[src/rtl/dmem_arb_pkg.sv]
// Shared types and constants for the data-memory port arbiter.
package dmem_arb_pkg;

  typedef enum logic [1:0] {IDLE, BURST, DRAIN} state_e;

  typedef enum logic {OWN_CPU = 1'b0, OWN_DMA = 1'b1} owner_e;

  localparam int unsigned MAX_BURST = 16;
  localparam int unsigned CNT_W     = $clog2(MAX_BURST + 1);

  // One read-response tag travelling alongside the memory latency.
  typedef struct packed {
    logic   valid;
    owner_e owner;
  } rd_tag_t;

endpackage

[src/rtl/dmem_port_arbiter_if.sv]
// Pipeline, DMA master and data-memory signals of the shared port.
interface dmem_port_arbiter_if;
  logic        cpu_req;
  logic        cpu_we;
  logic [31:0] cpu_addr;
  logic [31:0] cpu_wdata;
  logic        cpu_stall;
  logic        cpu_rvalid;
  logic [31:0] cpu_rdata;

  logic        dma_req;
  logic        dma_we;
  logic [31:0] dma_addr;
  logic [4:0]  dma_len;
  logic [31:0] dma_wdata;
  logic        dma_wready;
  logic        dma_rvalid;
  logic [31:0] dma_rdata;
  logic        dma_busy;
  logic        dma_done;

  logic        mem_rd;
  logic        mem_wrt;
  logic [31:0] mem_addr;
  logic [31:0] mem_wdata;
  logic [31:0] mem_rdata;

  modport slave (
    input  cpu_req, cpu_we, cpu_addr, cpu_wdata,
    output cpu_stall, cpu_rvalid, cpu_rdata,
    input  dma_req, dma_we, dma_addr, dma_len, dma_wdata,
    output dma_wready, dma_rvalid, dma_rdata, dma_busy, dma_done,
    output mem_rd, mem_wrt, mem_addr, mem_wdata,
    input  mem_rdata
  );

  modport master (
    output cpu_req, cpu_we, cpu_addr, cpu_wdata,
    input  cpu_stall, cpu_rvalid, cpu_rdata,
    output dma_req, dma_we, dma_addr, dma_len, dma_wdata,
    input  dma_wready, dma_rvalid, dma_rdata, dma_busy, dma_done,
    input  mem_rd, mem_wrt, mem_addr, mem_wdata,
    output mem_rdata
  );
endinterface

[src/rtl/dmem_port_arbiter_rd_tag_pipe.sv]
// Delay line carrying {valid, owner} of each memory read for DEPTH cycles.
module rd_tag_pipe
  import dmem_arb_pkg::*;
#(
  parameter int unsigned DEPTH = 1
) (
  input  logic    clk,
  input  logic    rst_,
  input  rd_tag_t i_tag,
  output rd_tag_t o_tag
);

  rd_tag_t r_pipe [DEPTH];

  always_ff @(posedge clk) begin
    if (rst_) begin
      for (int i = 0; i < int'(DEPTH); i++) r_pipe[i] <= '0;
    end else begin
      r_pipe[0] <= i_tag;
      for (int i = 1; i < int'(DEPTH); i++) r_pipe[i] <= r_pipe[i-1];
    end
  end

  assign o_tag = r_pipe[DEPTH-1];

endmodule

[src/rtl/dmem_port_arbiter.sv]
// Shares the data-memory port between the MEM stage and a DMA burst master,
// with starvation protection for DMA and tagged routing of read responses.
module dmem_port_arbiter #(
  parameter int unsigned RD_LAT     = 1,
  parameter int unsigned MAX_BURST  = dmem_arb_pkg::MAX_BURST,
  parameter int unsigned STARVE_LIM = 4
) (
  input logic               clk,
  input logic               rst_,
  dmem_port_arbiter_if.slave bus
);
  import dmem_arb_pkg::*;

  localparam int unsigned CW = $clog2(MAX_BURST + 1);
  localparam int unsigned SW = $clog2(STARVE_LIM + 1);

  state_e          r_state;
  logic            r_we;
  logic [31:0]     r_addr;
  logic [CW-1:0]   r_cnt;
  logic [CW-1:0]   r_rsp_left;
  logic [SW-1:0]   r_starve;
  logic            r_ld_pend;
  logic [31:0]     r_addr_q;
  logic [31:0]     r_wdata_q;
  logic [31:0]     r_cpu_rdata;
  logic [31:0]     r_dma_rdata;

  logic [CW-1:0]   w_len;
  logic            w_dma_pend;
  logic            w_dma_force;
  logic            w_cpu_win;
  logic            w_dma_win;
  logic            w_last_beat;
  logic            w_cpu_rv;
  logic            w_dma_rv;
  rd_tag_t         w_push;
  rd_tag_t         w_pop;

  // Zero-length requests mean one beat; oversize requests are clamped.
  always_comb begin
    w_len = CW'(bus.dma_len);
    if (bus.dma_len == 5'd0)                     w_len = CW'(1);
    else if (32'(bus.dma_len) > MAX_BURST)       w_len = CW'(MAX_BURST);
  end

  // A pending CPU load freezes the pipeline, so its held request is ignored.
  always_comb begin
    w_dma_pend  = (r_state == BURST);
    w_dma_force = w_dma_pend && (r_starve >= SW'(STARVE_LIM));
    w_cpu_win   = bus.cpu_req && !r_ld_pend && !w_dma_force;
    w_dma_win   = w_dma_pend && !w_cpu_win;
    w_last_beat = w_dma_win && (r_cnt == CW'(1));
    w_cpu_rv    = w_pop.valid && (w_pop.owner == OWN_CPU);
    w_dma_rv    = w_pop.valid && (w_pop.owner == OWN_DMA);
  end

  always_comb begin
    bus.mem_rd    = 1'b0;
    bus.mem_wrt   = 1'b0;
    bus.mem_addr  = r_addr_q;
    bus.mem_wdata = r_wdata_q;
    if (w_cpu_win) begin
      bus.mem_rd   = !bus.cpu_we;
      bus.mem_wrt  = bus.cpu_we;
      bus.mem_addr = bus.cpu_addr;
      if (bus.cpu_we) bus.mem_wdata = bus.cpu_wdata;
    end else if (w_dma_win) begin
      bus.mem_rd   = !r_we;
      bus.mem_wrt  = r_we;
      bus.mem_addr = r_addr;
      if (r_we) bus.mem_wdata = bus.dma_wdata;
    end
  end

  always_comb begin
    w_push.valid = bus.mem_rd;
    w_push.owner = w_cpu_win ? OWN_CPU : OWN_DMA;
  end

  rd_tag_pipe #(.DEPTH(RD_LAT)) u_tag_pipe (
    .clk   (clk),
    .rst_  (rst_),
    .i_tag (w_push),
    .o_tag (w_pop)
  );

  always_comb begin
    bus.cpu_stall  = r_ld_pend ? !w_cpu_rv
                               : (bus.cpu_req && (!w_cpu_win || !bus.cpu_we));
    bus.cpu_rvalid = w_cpu_rv;
    bus.cpu_rdata  = w_cpu_rv ? bus.mem_rdata : r_cpu_rdata;
    bus.dma_rvalid = w_dma_rv;
    bus.dma_rdata  = w_dma_rv ? bus.mem_rdata : r_dma_rdata;
    bus.dma_wready = w_dma_win && r_we;
    bus.dma_busy   = (r_state != IDLE);
    bus.dma_done   = (w_last_beat && r_we)
                  || (w_dma_rv && !r_we && (r_rsp_left == CW'(1)));
  end

  always_ff @(posedge clk) begin
    if (rst_) begin
      r_state     <= IDLE;
      r_we        <= 1'b0;
      r_addr      <= '0;
      r_cnt       <= '0;
      r_rsp_left  <= '0;
      r_starve    <= '0;
      r_ld_pend   <= 1'b0;
      r_addr_q    <= '0;
      r_wdata_q   <= '0;
      r_cpu_rdata <= '0;
      r_dma_rdata <= '0;
    end else begin
      case (r_state)
        IDLE: begin
          r_starve <= '0;
          if (bus.dma_req) begin
            r_we       <= bus.dma_we;
            r_addr     <= bus.dma_addr;
            r_cnt      <= w_len;
            r_rsp_left <= w_len;
            r_state    <= BURST;
          end
        end
        BURST: begin
          if (w_dma_win) begin
            r_addr   <= r_addr + 32'd4;
            r_cnt    <= r_cnt - CW'(1);
            r_starve <= '0;
            if (w_last_beat) r_state <= r_we ? IDLE : DRAIN;
          end else if (w_cpu_win && (r_starve < SW'(STARVE_LIM))) begin
            r_starve <= r_starve + SW'(1);
          end
        end
        DRAIN: begin
          if (bus.dma_done) r_state <= IDLE;
        end
        default: r_state <= IDLE;
      endcase

      if (w_dma_rv) r_rsp_left <= r_rsp_left - CW'(1);

      if (w_cpu_rv)                      r_ld_pend <= 1'b0;
      else if (w_cpu_win && !bus.cpu_we) r_ld_pend <= 1'b1;

      r_addr_q  <= bus.mem_addr;
      r_wdata_q <= bus.mem_wdata;
      if (w_cpu_rv) r_cpu_rdata <= bus.mem_rdata;
      if (w_dma_rv) r_dma_rdata <= bus.mem_rdata;
    end
  end

endmodule

[src/flat_wrapper.sv]
// flat-port wrapper written by rule: the top's interface ports become plain ports
module dmem_port_arbiter_flat import dmem_arb_pkg::*;
#(
  parameter int unsigned RD_LAT     = 1,
  parameter int unsigned MAX_BURST  = dmem_arb_pkg::MAX_BURST,
  parameter int unsigned STARVE_LIM = 4
)
  (clk, rst_, bus_cpu_req, bus_cpu_we, bus_cpu_addr, bus_cpu_wdata, bus_cpu_stall, bus_cpu_rvalid, bus_cpu_rdata, bus_dma_req, bus_dma_we, bus_dma_addr, bus_dma_len, bus_dma_wdata, bus_dma_wready, bus_dma_rvalid, bus_dma_rdata, bus_dma_busy, bus_dma_done, bus_mem_rd, bus_mem_wrt, bus_mem_addr, bus_mem_wdata, bus_mem_rdata);
  dmem_port_arbiter_if bus_i ();
  input logic clk;
  input logic rst_;
  input wire logic [$bits(bus_i.cpu_req)-1:0] bus_cpu_req;
  input wire logic [$bits(bus_i.cpu_we)-1:0] bus_cpu_we;
  input wire logic [$bits(bus_i.cpu_addr)-1:0] bus_cpu_addr;
  input wire logic [$bits(bus_i.cpu_wdata)-1:0] bus_cpu_wdata;
  output wire logic [$bits(bus_i.cpu_stall)-1:0] bus_cpu_stall;
  output wire logic [$bits(bus_i.cpu_rvalid)-1:0] bus_cpu_rvalid;
  output wire logic [$bits(bus_i.cpu_rdata)-1:0] bus_cpu_rdata;
  input wire logic [$bits(bus_i.dma_req)-1:0] bus_dma_req;
  input wire logic [$bits(bus_i.dma_we)-1:0] bus_dma_we;
  input wire logic [$bits(bus_i.dma_addr)-1:0] bus_dma_addr;
  input wire logic [$bits(bus_i.dma_len)-1:0] bus_dma_len;
  input wire logic [$bits(bus_i.dma_wdata)-1:0] bus_dma_wdata;
  output wire logic [$bits(bus_i.dma_wready)-1:0] bus_dma_wready;
  output wire logic [$bits(bus_i.dma_rvalid)-1:0] bus_dma_rvalid;
  output wire logic [$bits(bus_i.dma_rdata)-1:0] bus_dma_rdata;
  output wire logic [$bits(bus_i.dma_busy)-1:0] bus_dma_busy;
  output wire logic [$bits(bus_i.dma_done)-1:0] bus_dma_done;
  output wire logic [$bits(bus_i.mem_rd)-1:0] bus_mem_rd;
  output wire logic [$bits(bus_i.mem_wrt)-1:0] bus_mem_wrt;
  output wire logic [$bits(bus_i.mem_addr)-1:0] bus_mem_addr;
  output wire logic [$bits(bus_i.mem_wdata)-1:0] bus_mem_wdata;
  input wire logic [$bits(bus_i.mem_rdata)-1:0] bus_mem_rdata;
  assign bus_i.cpu_req = bus_cpu_req;
  assign bus_i.cpu_we = bus_cpu_we;
  assign bus_i.cpu_addr = bus_cpu_addr;
  assign bus_i.cpu_wdata = bus_cpu_wdata;
  assign bus_cpu_stall = bus_i.cpu_stall;
  assign bus_cpu_rvalid = bus_i.cpu_rvalid;
  assign bus_cpu_rdata = bus_i.cpu_rdata;
  assign bus_i.dma_req = bus_dma_req;
  assign bus_i.dma_we = bus_dma_we;
  assign bus_i.dma_addr = bus_dma_addr;
  assign bus_i.dma_len = bus_dma_len;
  assign bus_i.dma_wdata = bus_dma_wdata;
  assign bus_dma_wready = bus_i.dma_wready;
  assign bus_dma_rvalid = bus_i.dma_rvalid;
  assign bus_dma_rdata = bus_i.dma_rdata;
  assign bus_dma_busy = bus_i.dma_busy;
  assign bus_dma_done = bus_i.dma_done;
  assign bus_mem_rd = bus_i.mem_rd;
  assign bus_mem_wrt = bus_i.mem_wrt;
  assign bus_mem_addr = bus_i.mem_addr;
  assign bus_mem_wdata = bus_i.mem_wdata;
  assign bus_i.mem_rdata = bus_mem_rdata;
  dmem_port_arbiter #(.RD_LAT(RD_LAT), .MAX_BURST(MAX_BURST), .STARVE_LIM(STARVE_LIM)) u_core (.clk(clk), .rst_(rst_), .bus(bus_i));
endmodule
[config.mk]
export PLATFORM = sky130hd
export DESIGN_NAME = dmem_port_arbiter_flat
export DESIGN_NICKNAME = d
export VERILOG_FILES = /design/src/rtl/dmem_arb_pkg.sv /design/src/rtl/dmem_port_arbiter_if.sv /design/src/rtl/dmem_port_arbiter_rd_tag_pipe.sv /design/src/rtl/dmem_port_arbiter.sv /design/src/flat_wrapper.sv
export SDC_FILE = /design/constraint.sdc
export NUM_CORES = 1
export LEC_CHECK = 0
export CAP_MARGIN = 20
export CORE_MARGIN = 2
export CORE_UTILIZATION = 30
export CTS_CLUSTER_DIAMETER = 120
export DETAILED_ROUTE_END_ITERATION = 12
export PLACE_DENSITY = 0.68
export SLEW_MARGIN = 15
export SYNTH_ARGS = -nofsm -noshare
export SYNTH_HDL_FRONTEND = slang
export SYNTH_SLANG_ARGS = --single-unit
export TNS_END_PERCENT = 100
[constraint.sdc]
create_clock -name clk -period 3.5 [get_ports clk]
set_input_delay 0.525 -clock clk [delete_from_list [all_inputs] [get_ports clk]]
set_output_delay 0.525 -clock clk [all_outputs]
set_load 0.01 [all_outputs]
==> metrics.md, run 1 <==
| Metric | Value |
|---|---|
| Status | finished clean |
| Startpoint Class | input pin |
| Async SR Flop Fraction | 0 |
| Share of cells above drive strength 1 | 0.0532 |
| Internal power | 3.77 mW |
| Hold-critical path depth | 2 |
| Crit-path max FO | 32 |
| Total CTS buffers | 17 |
| Mapped Area | 8830 µm² |
| GRT Total Usage | 0.188 |
| Layout area overhead | 45.4% |
| Final nets | 1574 |
| Maximum vdd drop | 0.293 mV |
| Max-slew violations | 0 |
| Worst hold path type | reg -> reg |
| Flop-to-flop setup slack | 1.01 ns |
| Synth area leader | dfxtp_1 |
| Static leakage | 4.99 nW |
| Synth Net Count | 1325 |
| GPL Wtd Cong | 0.870 |
| I/O Pins | 307 |
| Largest net degree at the start of global routing | 70 |
| Worst-margin pin slew | 1.01 ns |
| TritonRoute pass-1 iters | 5 |
| Clock network power share | 0.358 |
| Post-CTS setup repair buffer count | 0 |
| Period utilization | 0.928 |
| Switching Fraction | 0.306 |
| # resized after CTS | 0 |
| Flops & latches, synth | 179 |
| Syn Area/Cell | 7.70 µm² |
| Final Hold Viols | 0 |
| Initial Util | 0.306 |
| Comb power frac | 0.223 |
| Max-cap violation count | 0 |
| CTS tree | yes |
| Reg2Reg Launch Point | u_core.r_addr[2] |
| Crit path capture type | output port |
| Hold endpoint | u_core.r_addr[0] |
| Dominant synthesized flop cell | dfxtp_1 |
| Finished Layout Cells | 1795 |
| Ys Warns | 0 |
| Largest cells by area after synthesis | dfxtp_1 (41%), nand2_1 (12%), and2_1 (5.5%), a21oi_1 (4.6%), a221o_1 (3.6%) |
| Hold_buf cts | 0 |
| Synth top area share | 0.406 |
| Critical R2R Capture | u_core.r_addr[28] |
| Fmax | 0.308 GHz |
| DIE WIDTH | 176 µm |
| Final setup violation count | 0 |
| Clk_skew | 0.0146 ns |
| Fin crit period | 3.25 ns |
| Seq/Total Area, Yosys | 0.406 |
| WS Path Type | in -> out |
| Post-synth EDFFs | 0 |
| Vias per cell | 5.19 |
| Row Count | 62 |
| Clk root buf | clkbuf_16 |
| Final wirelength | 30.0 mm |
| Clock-pin slew of the registers on the worst-case setup and hold paths | 0.07 ns |
| Sw power | 1.66 mW |
| Clock latency on the worst-skew pair | 0.43 ns |
| Final antenna-violating net count | 0 |
| Chip height | 176 µm |
| Worst path required time | 2.97 ns |
| Arrival time of the worst setup path | 2.72 ns |
| First-pass GRT wire length | 46.6 mm |
| Seq pwr share | 0.418 |
| Synth unique cells | 65 |
| Worst R2R Path Depth | 5 |
| Pwr dens | 422 nW/µm² |
| Clock Tree Buf Depth | 2 |
| Die ar. | 30800 µm² |
| Hold path startpoint | u_core.r_addr[0] |
| WL/cell | 16.7 µm |
| Fin Setup TNS | 0 ns |
| IO Port Bufs | 306 |
| Rel. slew slack | 0.324 |
| RSZ-0062 raised after global routing | false |
| CTS HTree Levels | 4 |
| Core ar. | 28900 µm² |
| Initial DRC Count | 807 |
| Cells after Synth | 1148 |
| DPL Wire Length | 20.8 mm |
| Gr ovfl total | 0 |
| Total number of vias | 9324 |
| Detailed-route DRC error count | 0 |
| Sinks on Clock Net | 179 |
| Vias in the first global route | 8585 |
| DP Cell Count | 1762 |
| Initial antenna violation count | 1 |
==> layout make-up <==
class | count | area, µm²
fill | 2893 | 16000
multi-input combinational | 851 | 4790
sequential | 179 | 3580
timing repair buffer | 331 | 3330
tap | 384 | 480
clock buffer | 18 | 429
clock inverter | 14 | 163
inverter | 17 | 63.8
antenna | 1 | 2.50
==> flip-flops by register name (all words and copies together) (netlist names) <==
signal                    cells
u_core.r_rsp_left             5
u_core.r_cnt                  5
u_core.r_starve               3
u_core.r_cpu_rdata           32
u_core.r_wdata_q             32
u_core.r_addr                32
u_core.u_tag_pipe.r_pipe      2
u_core.r_state                2
u_core.r_ld_pend              1
u_core.r_dma_rdata           32
u_core.r_addr_q              32
u_core.r_we                   1
==> metrics by stage <==
| stage | utilization | hold slack [ns] | instance area, µm² | power (mW) | worst slack (ns) |
|---|---|---|---|---|---|
| after floorplan | - | 0.437 | 8830 | 2.88 | 1.14 |
| after global placement | 0.424 | 0.444 | 12200 | 3.51 | 0.308 |
| after detailed placement | 0.425 | 0.452 | 12300 | 3.53 | 0.251 |
| after CTS | 0.445 | 0.463 | 12800 | 5.50 | 0.251 |
| after global routing | 0.445 | 0.479 | 12800 | 5.69 | 0.143 |
| final | 0.445 | 0.459 | 12800 | 5.42 | 0.251 |
==> layout by cell type, fill, tap and decap left out, types with 3 or more instances in the layout <==
master and n:
clkinv_8 4, nor3b_1 3, buf_4 20, or4_1 14, and3_1 38, a21oi_1 82
nand2_1 286, and2_1 78, o21ai_0 30, a31oi_1 33, nand2b_1 3, nor4b_1 10
nand3_1 13, nor4_1 17, nand4_1 17, nor3_1 11, dfxtp_1 179, mux2i_1 5
ha_1 6, o311ai_0 5, inv_8 4, a221o_1 32, o211ai_1 8, nand3b_1 3
or2_2 3, nor2_1 61, buf_12 5, a211oi_1 13, inv_1 15, clkbuf_16 17
clkinv_4 4, clkdlybuf4s50_1 305, a311oi_1 30, or4b_1 3
==> kinds of logic after synthesis <==
group                    synth area share
AND/OR/NAND/NOR                     0.319
AO/OA/AOI/OAI                       0.203
flip-flops                          0.406
buffers and inverters              0.0555
multiplexers                      0.00821
adder cells (fa/ha/maj)           0.00850
==> routing by layer <==
layer  up-vias  global-route usage  part of all wire
met5         -                   0                 0
met4         0              0.0537             0.018
met3        43              0.0372             0.067
met2       332               0.311              0.47
met1      4350               0.249              0.44
li1       4599                   -                 -
==> power groups by stage <==
stage | logic (mW) | clock network, mW | registers (mW)
2_1_floorplan | 0.619 | 0 | 2.26
3_3_place_gp | 1.20 | 0 | 2.31
3_5_place_dp | 1.21 | 0 | 2.31
4_1_cts | 1.22 | 2.01 | 2.27
5_1_grt | 1.32 | 2.09 | 2.29
6_report | 1.21 | 1.94 | 2.27
==> synthesized netlist by cell type, types with 4 or more instances <==
| master | n |
|---|---|
| a221o_1 | 32 |
| ha_1 | 6 |
| nor4b_1 | 10 |
| and2_1 | 78 |
| nand2b_1 | 4 |
| o211ai_1 | 8 |
| a21oi_1 | 82 |
| or4_1 | 14 |
| a211oi_1 | 13 |
| nand2_1 | 287 |
| a31oi_1 | 33 |
| nand3_1 | 13 |
| nor4_1 | 17 |
| nor3_1 | 11 |
| o311ai_0 | 5 |
| and3_1 | 38 |
| inv_1 | 16 |
| mux2i_1 | 5 |
| buf_1 | 5 |
| buf_2 | 17 |
| o21ai_0 | 30 |
| nor2_1 | 61 |
| nand4_1 | 17 |
| dfxtp_1 | 179 |
| clkbuf_1 | 73 |
| a311oi_1 | 30 |
==> how the worst max path moves through the flow <==
stage,depth (start not counted),startpoint,slack (ns),endpoint
floorplan,5,bus_cpu_req,1.14,bus_mem_wdata[10]
global placement,6,bus_cpu_req,0.31,bus_mem_wdata[26]
detailed placement,6,bus_cpu_req,0.25,bus_mem_wdata[26]
CTS,6,bus_cpu_req,0.25,bus_mem_wdata[26]
global route,6,bus_cpu_req,0.14,bus_mem_wdata[14]
finish,6,bus_cpu_req,0.25,bus_mem_wdata[17]
==> worst max-delay path: stages <==
cell	delay [ns]
clkdlybuf4s50_1	0.52
or3b_1	0.42
buf_4	0.25
and3_1	0.20
a221o_1	0.29
clkdlybuf4s50_1	0.50
Power figures use the tool's default switching activity.
==> inputs of run 2 (changes only) <==
--- a/config.mk
+++ b/config.mk
@@ -15,4 +15,3 @@
 export SYNTH_ARGS = -nofsm -noshare
 export SYNTH_HDL_FRONTEND = slang
 export SYNTH_SLANG_ARGS = --single-unit
-export TNS_END_PERCENT = 100
==> results of run 2 <==
No change in the layout: final DEF, timing and power equal those of run 1.
